--- config.mk ---
export PLATFORM = sky130hd
export DESIGN_NAME = vector_reverse_pipe
export DESIGN_NICKNAME = d
export VERILOG_FILES = /design/src/rtl/vector_reverse_pipe.sv
export SDC_FILE = /design/constraint.sdc
export NUM_CORES = 1
export LEC_CHECK = 0
export CORE_MARGIN = 5
export CORE_UTILIZATION = 54
export DETAILED_ROUTE_END_ITERATION = 6
export GPL_TIMING_DRIVEN = 0
export PLACE_DENSITY_LB_ADDON = 0.1
export SYNTH_ARGS = -nofsm -noshare
export SYNTH_HDL_FRONTEND = slang
export SYNTH_HIERARCHICAL = 1
export SYNTH_SLANG_ARGS = --single-unit
--- constraint.sdc ---
create_clock -name clk -period 2.6 [get_ports clk]
set_input_delay 0.52 -clock clk [delete_from_list [all_inputs] [get_ports clk]]
set_output_delay 0.52 -clock clk [all_outputs]
set_load 0.03 [all_outputs]
--- src/rtl/vector_reverse_pipe.sv ---
// Per-word vector transform (pass / element reverse / intra-element reverse / full bit reverse)
// feeding a 2-entry output FIFO. Optional transfer counter under VECTOR_REVERSE_XFER_COUNT_EN.

module vector_reverse_lane #(
  parameter int ELEM = 1
) (
  input  logic [ELEM-1:0] elem_i,
  output logic [ELEM-1:0] elem_o
);
  for (genvar j = 0; j < ELEM; j++) begin : g_bit
    assign elem_o[j] = elem_i[ELEM-1-j];
  end
endmodule

module vector_reverse_pipe #(
  parameter int WIDTH = 8,
  parameter int ELEM  = 1
) (
  input  logic             clk,
  input  logic             rst,
  input  logic             in_valid,
  output logic             in_ready,
  input  logic [WIDTH-1:0] in_vector,
  input  logic [1:0]       in_mode,
  output logic             out_valid,
  input  logic             out_ready,
  output logic [WIDTH-1:0] out_vector
`ifdef VECTOR_REVERSE_XFER_COUNT_EN
  ,
  output logic [15:0]      xfer_count
`endif
);
  localparam int N = WIDTH / ELEM;

  logic [N-1:0][ELEM-1:0] in_el, rev_elem, rev_intra;
  logic [WIDTH-1:0]       rev_full, xf_d;

  assign in_el = in_vector;

  for (genvar k = 0; k < N; k++) begin : g_lane
    assign rev_elem[k] = in_el[N-1-k];
    vector_reverse_lane #(.ELEM(ELEM)) u_lane (
      .elem_i (in_el[k]),
      .elem_o (rev_intra[k])
    );
  end

  for (genvar i = 0; i < WIDTH; i++) begin : g_full
    assign rev_full[i] = in_vector[WIDTH-1-i];
  end

  always_comb begin
    xf_d = in_vector;
    case (in_mode)
      2'b01:   xf_d = rev_elem;
      2'b10:   xf_d = rev_intra;
      2'b11:   xf_d = rev_full;
      default: xf_d = in_vector;
    endcase
  end

  // rdy_q keeps in_ready low during reset and through the release cycle.
  logic [1:0][WIDTH-1:0] mem_q;
  logic                  head_q, rdy_q;
  logic [1:0]            cnt_q, cnt_d;
  logic                  push, pop, tail;

  assign in_ready   = rdy_q && (cnt_q != 2'd2);
  assign out_valid  = (cnt_q != 2'd0);
  assign out_vector = mem_q[head_q];
  assign push       = in_valid && in_ready;
  assign pop        = out_valid && out_ready;
  assign tail       = head_q ^ cnt_q[0];

  always_comb begin
    cnt_d = cnt_q;
    case ({push, pop})
      2'b10:   cnt_d = cnt_q + 2'd1;
      2'b01:   cnt_d = cnt_q - 2'd1;
      default: cnt_d = cnt_q;
    endcase
  end

  always_ff @(posedge clk or posedge rst) begin
    if (rst) begin
      mem_q  <= '0;
      head_q <= 1'b0;
      cnt_q  <= 2'd0;
      rdy_q  <= 1'b0;
    end else begin
      rdy_q <= 1'b1;
      if (push) mem_q[tail] <= xf_d;
      if (pop)  head_q <= ~head_q;
      cnt_q <= cnt_d;
    end
  end

`ifdef VECTOR_REVERSE_XFER_COUNT_EN
  logic [15:0] xfer_q;

  always_ff @(posedge clk or posedge rst) begin
    if (rst)      xfer_q <= 16'd0;
    else if (pop) xfer_q <= xfer_q + 16'd1;
  end

  assign xfer_count = xfer_q;
`endif

endmodule

Yosys cells after proc, flatten, opt, wreduce, memory -nomap -nowiden
Index checks and enable logic that the tools add are counted.
{ "totals": {"reg_bits": 20, "wordCells": 31, "output_inout_bits": 10, "input_bits": 14} }
{ "classes": {"n_mux": 7, "reduce_logical": 7, "magnitude_cmp": 3, "bitwise_logic": 2, "add_sub_neg": 2, "n_eq_ne": 5} }
{ "ops": {"columns": ["cell", "count"], "rows": [
  ["$mux W8", 4],
  ["$bwmux W16", 1],
  ["$demux W8 S1", 1],
  ["$eq A2 B1 Y1 const B", 2],
  ["$eq A2 B2 Y1 const B", 2],
  ["$logic_and A1 B1 Y1", 4],
  ["$lt A1 B2 Y1 const B", 2],
  ["$pmux W2 S2", 1],
  ["$reduce_bool A2 Y1", 2],
  ["$add A2 B1 Y2 const B", 1],
  ["$ne A2 B2 Y1 const B", 1],
  ["$reduce_or A2 Y1", 1],
  ["$sub A2 B1 Y2 const B", 1],
  ["$ge A1 B1 Y1 const B", 1],
  ["$not A1 Y1", 1],
  ["$xor A1 B1 Y1", 1]
]} }

Logic depth before layout (Yosys ltp)
Gate-level depths: netlist of the first run.
{ "logic_depth": {"ltp_word": 6, "mapped_depth": 8, "depth_no_buf": 7} }

Hierarchy
The synthesis of the first run kept the hierarchy.
{ "by_module_without_submodules": {"columns": ["module", "seq_area_each_um2", "cells_per_inst", "instances", "area_per_inst_um2"], "rows": [
  ["vector_reverse_pipe", 500.5, 92, 1, 1103.6],
  ["vector_reverse_lane", 0.0, 1, 8, 7.5]
]} }

Worst setup path after synthesis of the first run
OpenSTA, ideal clock, no wires.
{ "synth_path": {"path_kind": "register to register", "from": "reg cnt_q[0]", "to": "reg cnt_q[1]", "synth_period_minus_slack_ns": 2.024, "path_stages_with_launch": 8, "setup_slack_ns": 0.576, "n_path_buf": 1, "setup_ns": 0.079, "arrival_time_ns": 1.945, "required_ns": 2.521, "cell_sequence": "dfrtp_1 -> buf_6 -> inv_1 -> a21boi_0 -> nand2_1 -> ha_1 -> nor2_1 -> xor2_1"} }
{ "synth_between": {"elab_chain_len": 5, "elab_cells_between_ends": 11, "classes_between": "2 x add/sub; 3 x eq/ne; 1 x mux; 5 x reduce/logical"} }
{ "synth_rtl": {"columns": ["item", "line", "text"], "rows": [
  ["start, declared", "65", "logic [1:0] cnt_q, cnt_d;"],
  ["start signal, assigned", "94", "cnt_q <= cnt_d;"],
  ["$ne A2 B2 Y1 (*)", "68", "assign in_ready = rdy_q && (cnt_q != 2'd2);"],
  ["$logic_and A1 B1 Y1 (*)", "68", null],
  ["via in_ready", "22", "output logic in_ready,"],
  ["$logic_and A1 B1 Y1 (*)", "71", "assign push = in_valid && in_ready;"],
  ["$eq A2 B1 Y1 / $eq A2 B2 Y1 (equally long branches)", "77", "case ({push, pop})"],
  ["$pmux W2 S2 / $reduce_bool A2 Y1 (equally long branches)", null, null]
]} }
Mark *: on every way through the listed nets, which the timed path passes. The rest lies on a longest branch.
A chain may end at the register's enable or synchronous reset.

Worst setup path after layout of the first run
{ "layout_path": {"from": "reg head_q", "to": "out out_vector[1]"} }
{ "layout_between": {"elab_chain_len": 2} }
{ "layout_rtl": {"columns": ["item", "line", "text"], "rows": [
  ["start, declared", "64", "logic head_q, rdy_q;"],
  ["start signal, assigned", "93", "if (pop) head_q <= ~head_q;"],
  ["$mux W8 (not written as such) (2 in a row)", "70", "assign out_vector = mem_q[head_q];"],
  ["end, declared", "27", "output logic [WIDTH-1:0] out_vector"]
]} }
Every way passes these cells. The select of a mux whose other input is x is not followed.

==> results of run 1 <==
power by group through the flow:
stage,combinational [mW],clock (mW),sequential [mW]
3_5_place_dp,0.975,0,0.544
4_1_cts,0.979,0.181,0.536
5_1_grt,1.04,0.192,0.556
6_report,0.966,0.177,0.536
2_1_floorplan,0.696,0,0.520
3_3_place_gp,0.955,0,0.531
cells in the final DEF, fill, tap and decap left out:
cell,synthesis,layout
clkbuf_8,0,1
or3_4,1,1
mux2i_1,8,8
mux2_2,24,24
clkbuf_4,0,3
a21boi_0,1,1
clkdlybuf4s50_1,0,22
dfrtp_1,20,20
buf_6,1,1
or2b_2,1,1
buf_4,8,8
xor2_1,2,2
ha_1,1,1
buf_2,2,2
xnor2_1,2,2
or2_2,1,1
conb_1,1,1
clkbuf_1,1,1
a21oi_4,2,2
o21ai_0,8,8
nand2_1,11,11
or3b_4,1,1
inv_1,2,2
and2_1,1,1
nor2_1,1,1
worst max path at each step:
stage / endpoint / cells past startpoint / slack [ns] / startpoint
5_1_grt: out_vector[2] / 3 / 0.07 / head_q
3_5_place_dp: out_vector[2] / 3 / 0.49 / head_q
4_1_cts: out_vector[2] / 3 / 0.15 / head_q
3_3_place_gp: out_vector[4] / 3 / 0.49 / head_q
6_report: out_vector[1] / 3 / 0.16 / head_q
2_1_floorplan: cnt_q[1] / 7 / 0.58 / cnt_q[0]
flip-flops by register name, indices dropped and copies added (netlist names):
| register | cells |
|---|---|
| rdy_q | 1 |
| mem_q | 16 |
| cnt_q | 2 |
| head_q | 1 |
critical path: cells and delay by family (launching register included):
kind	cells	cell delay [ns]
flops	1	0.39
mux	1	0.37
buf+inv	2	0.86
metrics by stage:
stage,cells,utilization,hold slack (ns)
6_report,153,0.726,0.512
5_1_grt,153,0.726,0.523
4_1_cts,153,0.726,0.518
3_5_place_dp,149,0.708,0.492
3_3_place_gp,149,0.708,0.484
2_1_floorplan,100,-,0.475
per-layer routing:
layer	track usage	vias up
met2	0.241	11
met3	0.0482	2
met5	0	-
met4	0.0441	0
met1	0.206	379
li1	-	393
kinds of logic after synthesis:
kind of cell	after synthesis	share of synthesized area
muxes	32	0.301
DFF	20	0.430
and+or+nand+nor	17	0.0763
buffers and inverters	14	0.0796
AOI/OAI and AO/OA	11	0.0688
xor gates and xnor gates	4	0.0301
adders and majority gates	1	0.0108
other	1	0.00322
final cells by class:
| cell class | instances | area [sq um] | share of cell area |
|---|---|---|---|
| multi-input cells | 66 | 571 | 0.392 |
| flip-flops and latches | 20 | 500 | 0.344 |
| well taps | 27 | 33.8 | 0.0232 |
| repair buffers | 22 | 220 | 0.151 |
| clock buffers | 4 | 36.3 | 0.0250 |
| inverters | 2 | 7.51 | 0.00516 |
| plain buffers | 12 | 85.1 | 0.0585 |
==> impl_metrics.py, run 1 <==
metrics = {
    "status": {
        "outcome": "finished clean",
    },
    "synthesis": {
        "netlist.area_leader.share": 0.430,
        "synthesis.instances": 100,
        "synth_edf_count": 0,
        "synth_cell_type_count": 22,
        "seq_area_frac_synth": 0.430,
        "async_flop_share": 1.00,
        "netlist_top_cells_count": "mux2_2, dfrtp_1, nand2_1",
        "yosysTopAreaCell": "dfrtp_1",
        "synth.avg_cell_area_sq_um": 11.6,
        "synth_nets": 115,
        "synth_flop_cell": "dfrtp_1",
        "synth_area_leaders": "dfrtp_1, mux2_2, mux2i_1",
        "synth.most_common_cell": "mux2_2",
        "ys.warnings.count": 6,
        "synth_area_sq_um": 1160,
        "ys_ff_latch": 20,
    },
    "drt": {
        "viasPerCell": 5.13,
        "drc": 0,
        "initialDrtViolationCount": 8,
        "met2_length_um": 1060,
        "routedWlPerCell_um": 13.7,
        "drtPass1Iterations": 4,
        "vias": 785,
        "met3WireLength_um": 65,
        "routed_wirelength_um": 2100,
        "wl_met1_um": 942,
        "highest_layer": "met4",
        "ant_nets": 0,
    },
    "global_route": {
        "grt_pass1_wl_um": 3810,
        "grt_pass1_vias": 799,
        "antenna_found_initial": 0,
        "grt_use_total": 0.155,
        "grt_overflow_total": 0,
        "grt_start_max_net_pins": 21,
    },
    "worst_setup_path": {
        "crit_type": "register to output port",
        "crit_path_top_delay_cell": "clkdlybuf4s50_1",
        "reg2reg_slack_ns": 0.93,
        "slowest_delay_ns": 0.59,
        "cp-start-kind": "register",
        "rr_startpoint": "cnt_q[0]",
        "r2r_cells": 4,
        "worstPathArrival_ns": 1.92,
        "timing.rr.end": "mem_q[11]",
        "path_max_fanout": 10,
        "required_ns": 2.08,
        "cp-end-kind": "output port",
        "path_cells": "buf_2 > mux2_2 > clkdlybuf4s50_1",
    },
    "timing": {
        "rsz0062_at_grt": "no",
        "fmax_mhz": 409,
        "fin_tns_setup_ns": 0,
        "setup_slack_ns": 0.157,
        "period_share": 0.940,
        "period_minus_slack_ns": 2.44,
        "finalSetupViolCount": 0,
        "hold_violations": 0,
        "skew_ns": 0.00292,
        "slew_viol_final": 0,
        "tightestPinTransition_ns": 0.754,
        "slew_headroom": 0.497,
    },
    "die": {
        "placementRows": 16,
        "fp.dieW_um": 56.4,
        "die_h_um": 56.4,
        "ios": 24,
        "start_util": 0.581,
        "core_sq_um": 2000,
        "dieArea_sq_um": 3180,
    },
    "pwr": {
        "share_comb_of_total_power": 0.575,
        "power.total_mw": 1.68,
        "p_sw_frac": 0.377,
        "peakVddDrop_uv": 1120,
        "p_leak_nw": 0.639,
        "power_frac_clock": 0.106,
        "p_sw_uw": 634,
        "power.density_nw_per_um2": 1150,
        "seqPwrFrac": 0.319,
        "intPower_mw": 1.05,
    },
    "clock_network": {
        "cts_buffer_depth": 2,
        "htreeDepth": 1,
        "numClockSinks": 20,
        "cts_resized": 0,
        "ctsRootBufferMaster": "clkbuf_4",
        "ctsHoldBuffers": 0,
        "cts_setup_buffers": 0,
        "insertion_delay_ns": 0.30,
        "clk_pin_slew_ns": 0.11,
        "cts_tree": "yes",
        "numCtsBuffers": 3,
    },
    "cells_and_area": {
        "n_fill_cell": 151,
        "design_area_sq_um": 1450,
        "syn2layout_area_growth_pct": 24.9,
        "nets": 142,
        "drive_above_1_share": 0.357,
        "diodes": 0,
    },
    "hold_path": {
        "min-delay-start": "mem_q[12]",
        "whs_path_depth": 1,
        "min_to": "mem_q[12]",
        "hold_class": "register to register",
    },
    "place": {
        "portBuffers": 22,
        "place_ws_ns": 0.489,
        "hpwl_um": 1650,
        "routabilityCongestion": 0.733,
        "placed_area_sq_um": 1420,
    },
    "flow_run": {
        "max-cap-violations": 0,
    },
}
Power figures use the tool's default switching activity.
==> inputs of run 2 (changes only) <==
--- a/config.mk
+++ b/config.mk
@@ -5,8 +5,11 @@
 export SDC_FILE = /design/constraint.sdc
 export NUM_CORES = 1
 export LEC_CHECK = 0
+export ABC_AREA = 1
+export CORE_ASPECT_RATIO = 0.6
 export CORE_MARGIN = 5
-export CORE_UTILIZATION = 54
+export CORE_UTILIZATION = 55
+export CTS_BUF_LIST = sky130_fd_sc_hd__clkbuf_16
 export DETAILED_ROUTE_END_ITERATION = 6
 export GPL_TIMING_DRIVEN = 0
 export PLACE_DENSITY_LB_ADDON = 0.1
==> run 2 against run 1 <==
Via count is 51% higher. Cell count up 50%. Critical path depth is 2 higher. Critical endpoint is now out_vector[3].
==> impl_metrics.py, run 2 <==
metrics = {
    "worst_setup_path": {
        "crit_path_top_delay_cell": "clkdlybuf4s50_1",
        "cp-start-kind": "register",
        "cp-end-kind": "output port",
        "r2r_cells": 8,
        "reg2reg_slack_ns": 0.88,
        "crit_type": "register to output port",
        "worstPathArrival_ns": 1.93,
        "path_cells": "buf_2 > clkbuf_2 > nand2_1 > o21ai_0 > clkdlybuf4s50_1",
        "rr_startpoint": "cnt_q[0]",
        "path_max_fanout": 10,
        "slowest_delay_ns": 0.70,
        "required_ns": 2.08,
        "timing.rr.end": "cnt_q[1]",
    },
    "pwr": {
        "power_frac_clock": 0.158,
        "power.total_mw": 2.01,
        "peakVddDrop_uv": 737,
        "p_sw_uw": 899,
        "intPower_mw": 1.11,
        "power.density_nw_per_um2": 1210,
        "share_comb_of_total_power": 0.578,
        "p_leak_nw": 0.857,
        "seqPwrFrac": 0.264,
        "p_sw_frac": 0.448,
    },
    "die": {
        "die_h_um": 48.1,
        "dieArea_sq_um": 3530,
        "core_sq_um": 2230,
        "ios": 24,
        "fp.dieW_um": 73.5,
        "start_util": 0.596,
        "placementRows": 13,
    },
    "drt": {
        "initialDrtViolationCount": 55,
        "drtPass1Iterations": 4,
        "routed_wirelength_um": 3120,
        "drc": 0,
        "viasPerCell": 5.14,
        "ant_nets": 0,
        "routedWlPerCell_um": 13.6,
        "vias": 1183,
    },
    "timing": {
        "finalSetupViolCount": 0,
        "fmax_mhz": 407,
        "rsz0062_at_grt": "no",
        "fin_tns_setup_ns": 0,
        "tightestPinTransition_ns": 0.747,
        "period_share": 0.944,
        "period_minus_slack_ns": 2.45,
        "slew_viol_final": 0,
        "hold_violations": 0,
        "skew_ns": 0.00424,
        "slew_headroom": 0.501,
    },
    "clock_network": {
        "cts_tree": "yes",
        "clk_pin_slew_ns": 0.06,
        "ctsRootBufferMaster": "clkbuf_16",
        "htreeDepth": 1,
        "ctsHoldBuffers": 0,
        "insertion_delay_ns": 0.25,
        "cts_buffer_depth": 2,
        "cts_setup_buffers": 0,
        "numClockSinks": 20,
        "numCtsBuffers": 3,
    },
    "global_route": {
        "grt_use_met1": 0.258,
        "grt_use_total": 0.208,
        "grtUsageMet3": 0.0440,
        "antenna_found_initial": 0,
        "grt_pass1_vias": 1212,
        "grt.met2_usage": 0.357,
        "grt_start_max_net_pins": 21,
        "grt_pass1_wl_um": 5310,
        "grt_busiest_layer": "met2",
        "grt_overflow_total": 0,
    },
    "synthesis": {
        "synth_area_leaders": "dfrtp_1, nand2_1, o21bai_2",
        "synth.most_common_cell": "nand2_1",
        "synth_cell_type_count": 21,
        "synth_edf_count": 0,
        "yosysTopAreaCell": "dfrtp_1",
        "synth_nets": 190,
        "async_flop_share": 1.00,
        "synth_area_sq_um": 1330,
        "netlist.area_leader.share": 0.377,
        "netlist_top_cells_count": "nand2_1, inv_1, dfrtp_1",
        "seq_area_frac_synth": 0.377,
        "synth.avg_cell_area_sq_um": 7.59,
        "ys.warnings.count": 6,
        "synth_flop_cell": "dfrtp_1",
        "ys_ff_latch": 20,
        "synthesis.instances": 175,
    },
    "cells_and_area": {
        "nets": 216,
        "most-common-layout-cells": "nand2_1, inv_1, dfrtp_1",
        "final_common_cell": "nand2_1",
        "final_util": 0.746,
        "diodes": 0,
        "reg_top3": "mem_q (16), cnt_q (2)",
        "drive_above_1_share": 0.160,
        "design_area_sq_um": 1660,
        "final_cells": 230,
        "largest_register_ffs": 16,
        "regMostFlops": "mem_q",
        "syn2layout_area_growth_pct": 25.0,
    },
    "flow_run": {
        "max-cap-violations": 0,
    },
    "place": {
        "placed_area_sq_um": 1580,
        "dp.cells": 226,
        "hpwl_um": 2350,
        "routabilityCongestion": 0.781,
        "portBuffers": 21,
    },
    "status": {
        "outcome": "finished clean",
    },
    "hold_path": {
        "min-delay-start": "cnt_q[0]",
        "whs_path_depth": 1,
        "hold_class": "register to register",
        "min_to": "cnt_q[0]",
    },
}
[run 2: cell types whose count changed after synthesis, moves of 2 or more]
cell / before / now
nand2_1: 11 / 64
a21oi_4: 2 / 0
nor2_4: 0 / 2
o21bai_2: 0 / 9
nand3_1: 0 / 17
mux2_2: 24 / 0
o21bai_1: 0 / 7
inv_1: 2 / 23
mux2i_1: 8 / 0
nand2_4: 0 / 3
[run 2: critical path, delay by kind of cell (launching register included)]
kind / cells / cell delay (ns)
AO/OA/AOI/OAI: 1 / 0.09
buffers and inverters: 3 / 1.18
flip-flops: 1 / 0.33
AND/OR/NAND/NOR: 1 / 0.08
[run 2: cell families after synthesis]
kind of cell / Yosys count / share of synthesized area
simple gates: 88 / 0.305
buf+inv: 37 / 0.135
fa+ha+maj: 1 / 0.00941
xor+xnor: 3 / 0.0198
flops: 20 / 0.377
compound gates: 25 / 0.152
other cells: 1 / 0.00282
[run 2: layout make-up]
cell class,count,area (sq um)
clock inverter,1,3.75
sequential,20,500
buffer,13,90.1
multi-input combinational,118,649
fill,159,567
timing repair buffer,21,215
tap,30,37.5
clock buffer,3,75.1
inverter,24,90.1
[run 2: power groups by stage]
stage	clock network, mW	logic (mW)	registers [mW]
detailed placement	0	1.16	0.532
global placement	0	1.12	0.523
floorplan	0	0.802	0.514
global route	0.340	1.27	0.546
finish	0.317	1.16	0.529
CTS	0.322	1.17	0.528
[run 2: routing by layer]
metal / up-vias / part of all wire
li1: 588 / -
met3: 5 / 0.038
met5: - / 0
met4: 0 / 0.012
met2: 27 / 0.49
met1: 563 / 0.46
[run 2: worst max-delay path by stage]
stage                       from             to  slack, ns  cells after the start
after floorplan           head_q  out_vector[5]       0.69                      3
after global placement    head_q  out_vector[0]       0.32                      5
after detailed placement  head_q  out_vector[4]       0.23                      5
after CTS                 head_q  out_vector[5]       0.10                      4
after global routing      head_q  out_vector[2]       0.02                      5
final                     head_q  out_vector[3]       0.15                      5
[run 2: per-stage QoR]
| step | hold slack [ns] | setup WS, ns |
|---|---|---|
| 4_1_cts | 0.571 | 0.104 |
| 3_5_place_dp | 0.561 | 0.233 |
| 2_1_floorplan | 0.484 | 0.691 |
| 3_3_place_gp | 0.533 | 0.321 |
| 6_report | 0.564 | 0.146 |
| 5_1_grt | 0.608 | 0.0161 |
[run 2: what timing repair did]
action,in CTS,in global routing
endpoints found under the hold margin,0,0
resized for setup,1,2
gates cloned,0,0
setup endpoints to repair,3,2
==> inputs of run 3 (changes only) <==
--- a/config.mk
+++ b/config.mk
@@ -8,7 +8,7 @@
 export ABC_AREA = 1
 export CORE_ASPECT_RATIO = 0.6
 export CORE_MARGIN = 5
-export CORE_UTILIZATION = 55
+export CORE_UTILIZATION = 54
 export CTS_BUF_LIST = sky130_fd_sc_hd__clkbuf_16
 export DETAILED_ROUTE_END_ITERATION = 6
 export GPL_TIMING_DRIVEN = 0
==> run 3 against run 2 <==
Critical path depth stayed put. Global-route usage is 2.6 points lower. Register-to-register slack hardly changed. Clock skew is 0.0017 ns lower. Largest power group unchanged. Cell count stayed put. Die area is 1.5% higher. Combinational power hardly changed. Clock power is 2% lower. Setup slack worse by 0.039 ns. Non-clock buffer count stayed put. Hold slack worse by 0.00082 ns.
==> impl_metrics.py, run 3 (synthesis gave the netlist of run 2 again) <==
metrics = {
    "status": {
        "outcome": "finished clean",
    },
    "cells_and_area": {
        "diodes": 0,
        "final_common_cell": "nand2_1",
        "n_fill_cell": 172,
        "largest_register_ffs": 16,
        "design_area_sq_um": 1660,
        "final_cells": 230,
        "nets": 216,
        "reg_top3": "mem_q (16), cnt_q (2)",
        "regMostFlops": "mem_q",
        "most-common-layout-cells": "nand2_1, inv_1, clkdlybuf4s50_1",
        "syn2layout_area_growth_pct": 24.7,
        "drive_above_1_share": 0.160,
    },
    "global_route": {
        "antenna_found_initial": 0,
        "grt_start_max_net_pins": 21,
        "grt_use_total": 0.182,
        "grt_pass1_wl_um": 5150,
        "grt_pass1_vias": 1125,
        "grt_overflow_total": 0,
    },
    "clock_network": {
        "ctsRootBufferMaster": "clkbuf_16",
        "ctsHoldBuffers": 0,
        "numCtsBuffers": 3,
        "cts_buffer_depth": 2,
        "clk_pin_slew_ns": 0.05,
        "cts_setup_buffers": 0,
        "insertion_delay_ns": 0.25,
        "htreeDepth": 1,
        "numClockSinks": 20,
        "cts_tree": "yes",
    },
    "timing": {
        "tightestPinTransition_ns": 0.751,
        "period_share": 0.959,
        "hold_violations": 0,
        "fmax_mhz": 401,
        "slew_viol_final": 0,
        "period_minus_slack_ns": 2.49,
        "slew_headroom": 0.499,
        "finalSetupViolCount": 0,
        "setup_slack_ns": 0.106,
        "skew_ns": 0.00251,
        "rsz0062_at_grt": "no",
        "fin_tns_setup_ns": 0,
    },
    "pwr": {
        "seqPwrFrac": 0.264,
        "p_sw_uw": 886,
        "intPower_mw": 1.11,
        "power_frac_clock": 0.155,
        "peakVddDrop_uv": 738,
        "share_comb_of_total_power": 0.581,
        "power.density_nw_per_um2": 1210,
        "p_sw_frac": 0.444,
        "p_leak_nw": 0.832,
    },
    "place": {
        "place_ws_ns": 0.299,
        "portBuffers": 21,
        "dp.cells": 226,
        "hpwl_um": 2240,
        "placed_area_sq_um": 1580,
        "routabilityCongestion": 0.752,
    },
    "die": {
        "fp.dieW_um": 74.0,
        "ios": 24,
        "start_util": 0.588,
        "placementRows": 13,
        "core_sq_um": 2260,
        "die_h_um": 48.4,
        "dieArea_sq_um": 3590,
    },
    "drt": {
        "drc": 0,
        "routed_wirelength_um": 3010,
        "ant_nets": 0,
        "viasPerCell": 5.04,
        "initialDrtViolationCount": 63,
        "drtPass1Iterations": 4,
        "vias": 1160,
        "routedWlPerCell_um": 13.1,
    },
    "worst_setup_path": {
        "required_ns": 2.08,
        "cp-end-kind": "output port",
        "worstPathArrival_ns": 1.97,
        "crit_type": "register to output port",
        "path_max_fanout": 10,
        "cp-start-kind": "register",
    },
    "flow_run": {
        "max-cap-violations": 0,
    },
    "hold_path": {
        "hold_class": "register to register",
    },
}
[run 3: cell types whose count changed in the layout (fill, tap and decap cells not counted), sizes merged]
cell	previous run	this run
dlymetal6s2s	2	0
clkdlybuf4s50	19	21
[run 3: path summary, 6_finish.rpt]
path | cells after the start | slack [ns] | end | start
hold reg to reg | 1 | 0.56 | cnt_q[0] | cnt_q[0]
max in group asynchronous | 2 | 1.42 | mem_q[14] | rst
min in group asynchronous | 2 | 0.70 | mem_q[3] | rst
setup / recovery | 5 | 0.11 | out_vector[2] | head_q
hold / removal | 1 | 0.56 | cnt_q[0] | cnt_q[0]
setup reg to reg | 8 | 0.87 | cnt_q[1] | cnt_q[0]
[run 3: power groups by stage]
stage          sequential (mW)  clock [mW]  combinational (mW)
6_report                 0.527       0.310                1.16
5_1_grt                  0.542       0.336                1.26
3_3_place_gp             0.523           0                1.12
2_1_floorplan            0.514           0               0.802
4_1_cts                  0.526       0.315                1.17
3_5_place_dp             0.530           0                1.15
[run 3: metrics by stage]
step / total power [mW] / hold WS, ns / util
3_3_place_gp: 1.64 / 0.543 / 0.697
2_1_floorplan: 1.32 / 0.484 / -
3_5_place_dp: 1.68 / 0.547 / 0.697
6_report: 2.00 / 0.564 / 0.733
5_1_grt: 2.13 / 0.588 / 0.733
4_1_cts: 2.01 / 0.555 / 0.733
[run 3: what timing repair did]
action / 4_1_cts / 5_1_grt
endpoints found under the setup margin: 1 / 0
hold endpoints to repair: 0 / 0
gates resized for setup: 1 / 0
[run 3: final cells by class]
| type | count | area (sq um) | share of cell area |
|---|---|---|---|
| multi-input combinational | 118 | 649 | 0.392 |
| clock buffer | 3 | 75.1 | 0.0453 |
| timing repair buffer | 21 | 210 | 0.127 |
| tap | 30 | 37.5 | 0.0227 |
| clock inverter | 1 | 3.75 | 0.00227 |
| buffer | 13 | 90.1 | 0.0544 |
| inverter | 24 | 90.1 | 0.0544 |
| sequential | 20 | 500 | 0.302 |
[run 3: metal layers]
metal,GRT usage,vias up,share of wire
li1,-,594,-
met1,0.259,536,0.47
met2,0.263,26,0.47
met3,0.0597,4,0.048
met4,0.0512,0,0.0090
met5,0,-,0
[run 3: worst max-delay path: stages (launching register included)]
cell and delay (ns):
dfrtp_1 0.31, buf_2 0.21, clkbuf_2 0.28, nand2_1 0.09, o21ai_0 0.12, clkdlybuf4s50_1 0.72
==> RTL edit, RTL diff (flow settings as in run 3) <==
Build with the macro `VECTOR_REVERSE_XFER_COUNT_EN` defined.
--- a/src/rtl/vector_reverse_pipe.sv
+++ b/src/rtl/vector_reverse_pipe.sv
@@ -2,2 +2,4 @@
 // feeding a 2-entry output FIFO. Optional transfer counter under VECTOR_REVERSE_XFER_COUNT_EN.
+
+`define VECTOR_REVERSE_XFER_COUNT_EN
 
Function (old outputs only; new: xfer_count): kept (Yosys induction, for registers that start in step).
==> RTL edit against run 3 <==
Cell count is 54% higher. Maximum frequency is 3.4% higher. Synthesized area is 51% higher. Worst hold slack worse by 0.069 ns. Largest power group unchanged. Critical endpoint is now out_vector[0]. Final area is 56% higher. First-iteration DRC count is 73% higher. Power is 39% higher. Clock skew is 0.0014 ns higher. Critical path type unchanged. Critical path depth stayed put. Worst setup slack better by 0.081 ns. Core utilization is 2.1 points lower. Wire length is 47% higher. Sequential cell count is 16 higher.
==> RTL edit: results (changes against run 3) <==
insertion delay to the later sink of the worst-skew pair 0.28 ns (was 0.25 ns); setup slack at placement 0.431 ns (was 0.299 ns); Final nets 322 (was 216); gr usage total 0.196 (was 0.182); XOR/XNOR Fraction of Synth Area 0.0616 (was 0.0198); layout cell share with drive strength beyond 1 0.0912 (was 0.160); vias in the first global route 1639 (was 1125); Net Sw Power 1180 uW (was 886 uW); metal1 wirelength 2.25 mm (was 1.42 mm); Worst Skew 0.00391 ns (was 0.00251 ns); RePlAce Congestion 0.831 (was 0.752); Iter 0 DRT Violations 109 (was 63); # port buffers 38 (was 21); Synth top cells by count nand2_1, dfrtp_1, o21ai_0, inv_1, nor2_1 (was nand2_1, inv_1, dfrtp_1, nand3_1, o21bai_2); syn_nets 277 (was 190); R2R Setup Slk 0.74 ns (was 0.87 ns); Worst Reg-to-Reg Cells 9 (was 8); met3 wire len 323 um (was 145 um); adder-cell share of the synthesized area 0.0124 (was 0.00942); fillers 286 (was 172); number of gates resized after CTS 0 (was 1); H-Tree Depth 2 (was 1); maximum clock rate 0.415 GHz (was 0.401 GHz); hold path startpoint mem_q[9]$_DFFE_PP0P_ (was cnt_q[0]$_DFFE_PP0P_); Via Count 1744 (was 1160); ranking of synthesized cells by area dfrtp_1, nand2_1, o21ai_0 (was dfrtp_1, nand2_1, o21bai_2); Peak supply drop 719 uV (was 738 uV); status finished clean (unchanged); hold endpoint mem_q[9]$_DFFE_PP0P_ (was cnt_q[0]$_DFFE_PP0P_); Synth Area in Compound Gates 0.0665 (was 0.152); Rel. slew slack 0.500 (was 0.499); met2 wire length 1.84 mm (was 1.42 mm); hpwl dp 3.37 mm (was 2.24 mm)
[RTL edit: changes by cell type after synthesis, moves of 4 or more]
| cell | run 3 | this run |
|---|---|---|
| o21bai_1 | 7 | 0 |
| o21ai_0 | 8 | 21 |
| dfrtp_1 | 20 | 36 |
| o21bai_2 | 9 | 0 |
| xnor2_1 | 1 | 7 |
| nor2_1 | 0 | 16 |
| inv_1 | 23 | 16 |
| nand2_1 | 64 | 115 |
| nand3_1 | 17 | 13 |
[RTL edit: worst max-delay path: stages, from the launching register on]
cell and delay, ns:
dfrtp_1 0.32, buf_4 0.19, clkinv_1 0.30, nand2_1 0.14
nand2_1 0.08, clkdlybuf4s50_1 0.59
[RTL edit: final cells by class]
type                            instances  share of cell area
Clock buffer                            5              0.0484
Inverter                               19              0.0285
Multi-Input combinational cell        194               0.364
Sequential cell                        36               0.348
Tap cell                               47              0.0227
Clock inverter                          3             0.00435
Buffer                                 12              0.0368
Timing Repair Buffer                   38               0.147
[RTL edit: how the worst max path moves through the flow]
stage	depth (start not counted)	to
floorplan	9	cnt_q[1]$_DFFE_PP0P_
global placement	2	xfer_count[14]$_DFFE_PP0P_
detailed placement	7	cnt_q[1]$_DFFE_PP0P_
CTS	5	out_vector[0]
global route	5	out_vector[0]
finish	5	out_vector[0]
[RTL edit: power by group through the flow]
| stage | sequential [uW] | clock, uW | combinational (uW) |
|---|---|---|---|
| final | 869 | 557 | 1360 |
| after global routing | 895 | 591 | 1490 |
| after CTS | 870 | 564 | 1370 |
| after detailed placement | 879 | 0 | 1370 |
| after global placement | 868 | 0 | 1340 |
| after floorplan | 949 | 0 | 821 |
[RTL edit: per-layer routing]
metal / up-vias / track usage
met5: - / 0
met4: 0 / 0.0517
met3: 2 / 0.0592
met2: 46 / 0.264
met1: 800 / 0.301
li1: 896 / -
[RTL edit: cells by family (layout without fill, tap and decap cells)]
family	Yosys count	count (layout)
other	1	1
XOR/XNOR	12	12
flip-flops	36	36
AO/OA/AOI/OAI	24	24
adder cells (fa/ha/maj)	2	2
AND/OR/NAND/NOR	155	155
buffers and inverters	31	77
[RTL edit: metrics by stage]
step	instances	hold slack (ns)	util	area [um2]
final	354	0.495	0.711	2590
after CTS	354	0.495	0.711	2590
after global routing	354	0.530	0.711	2590
after detailed placement	346	0.483	0.674	2450
after floorplan	261	0.462	-	2010
after global placement	346	0.479	0.674	2450
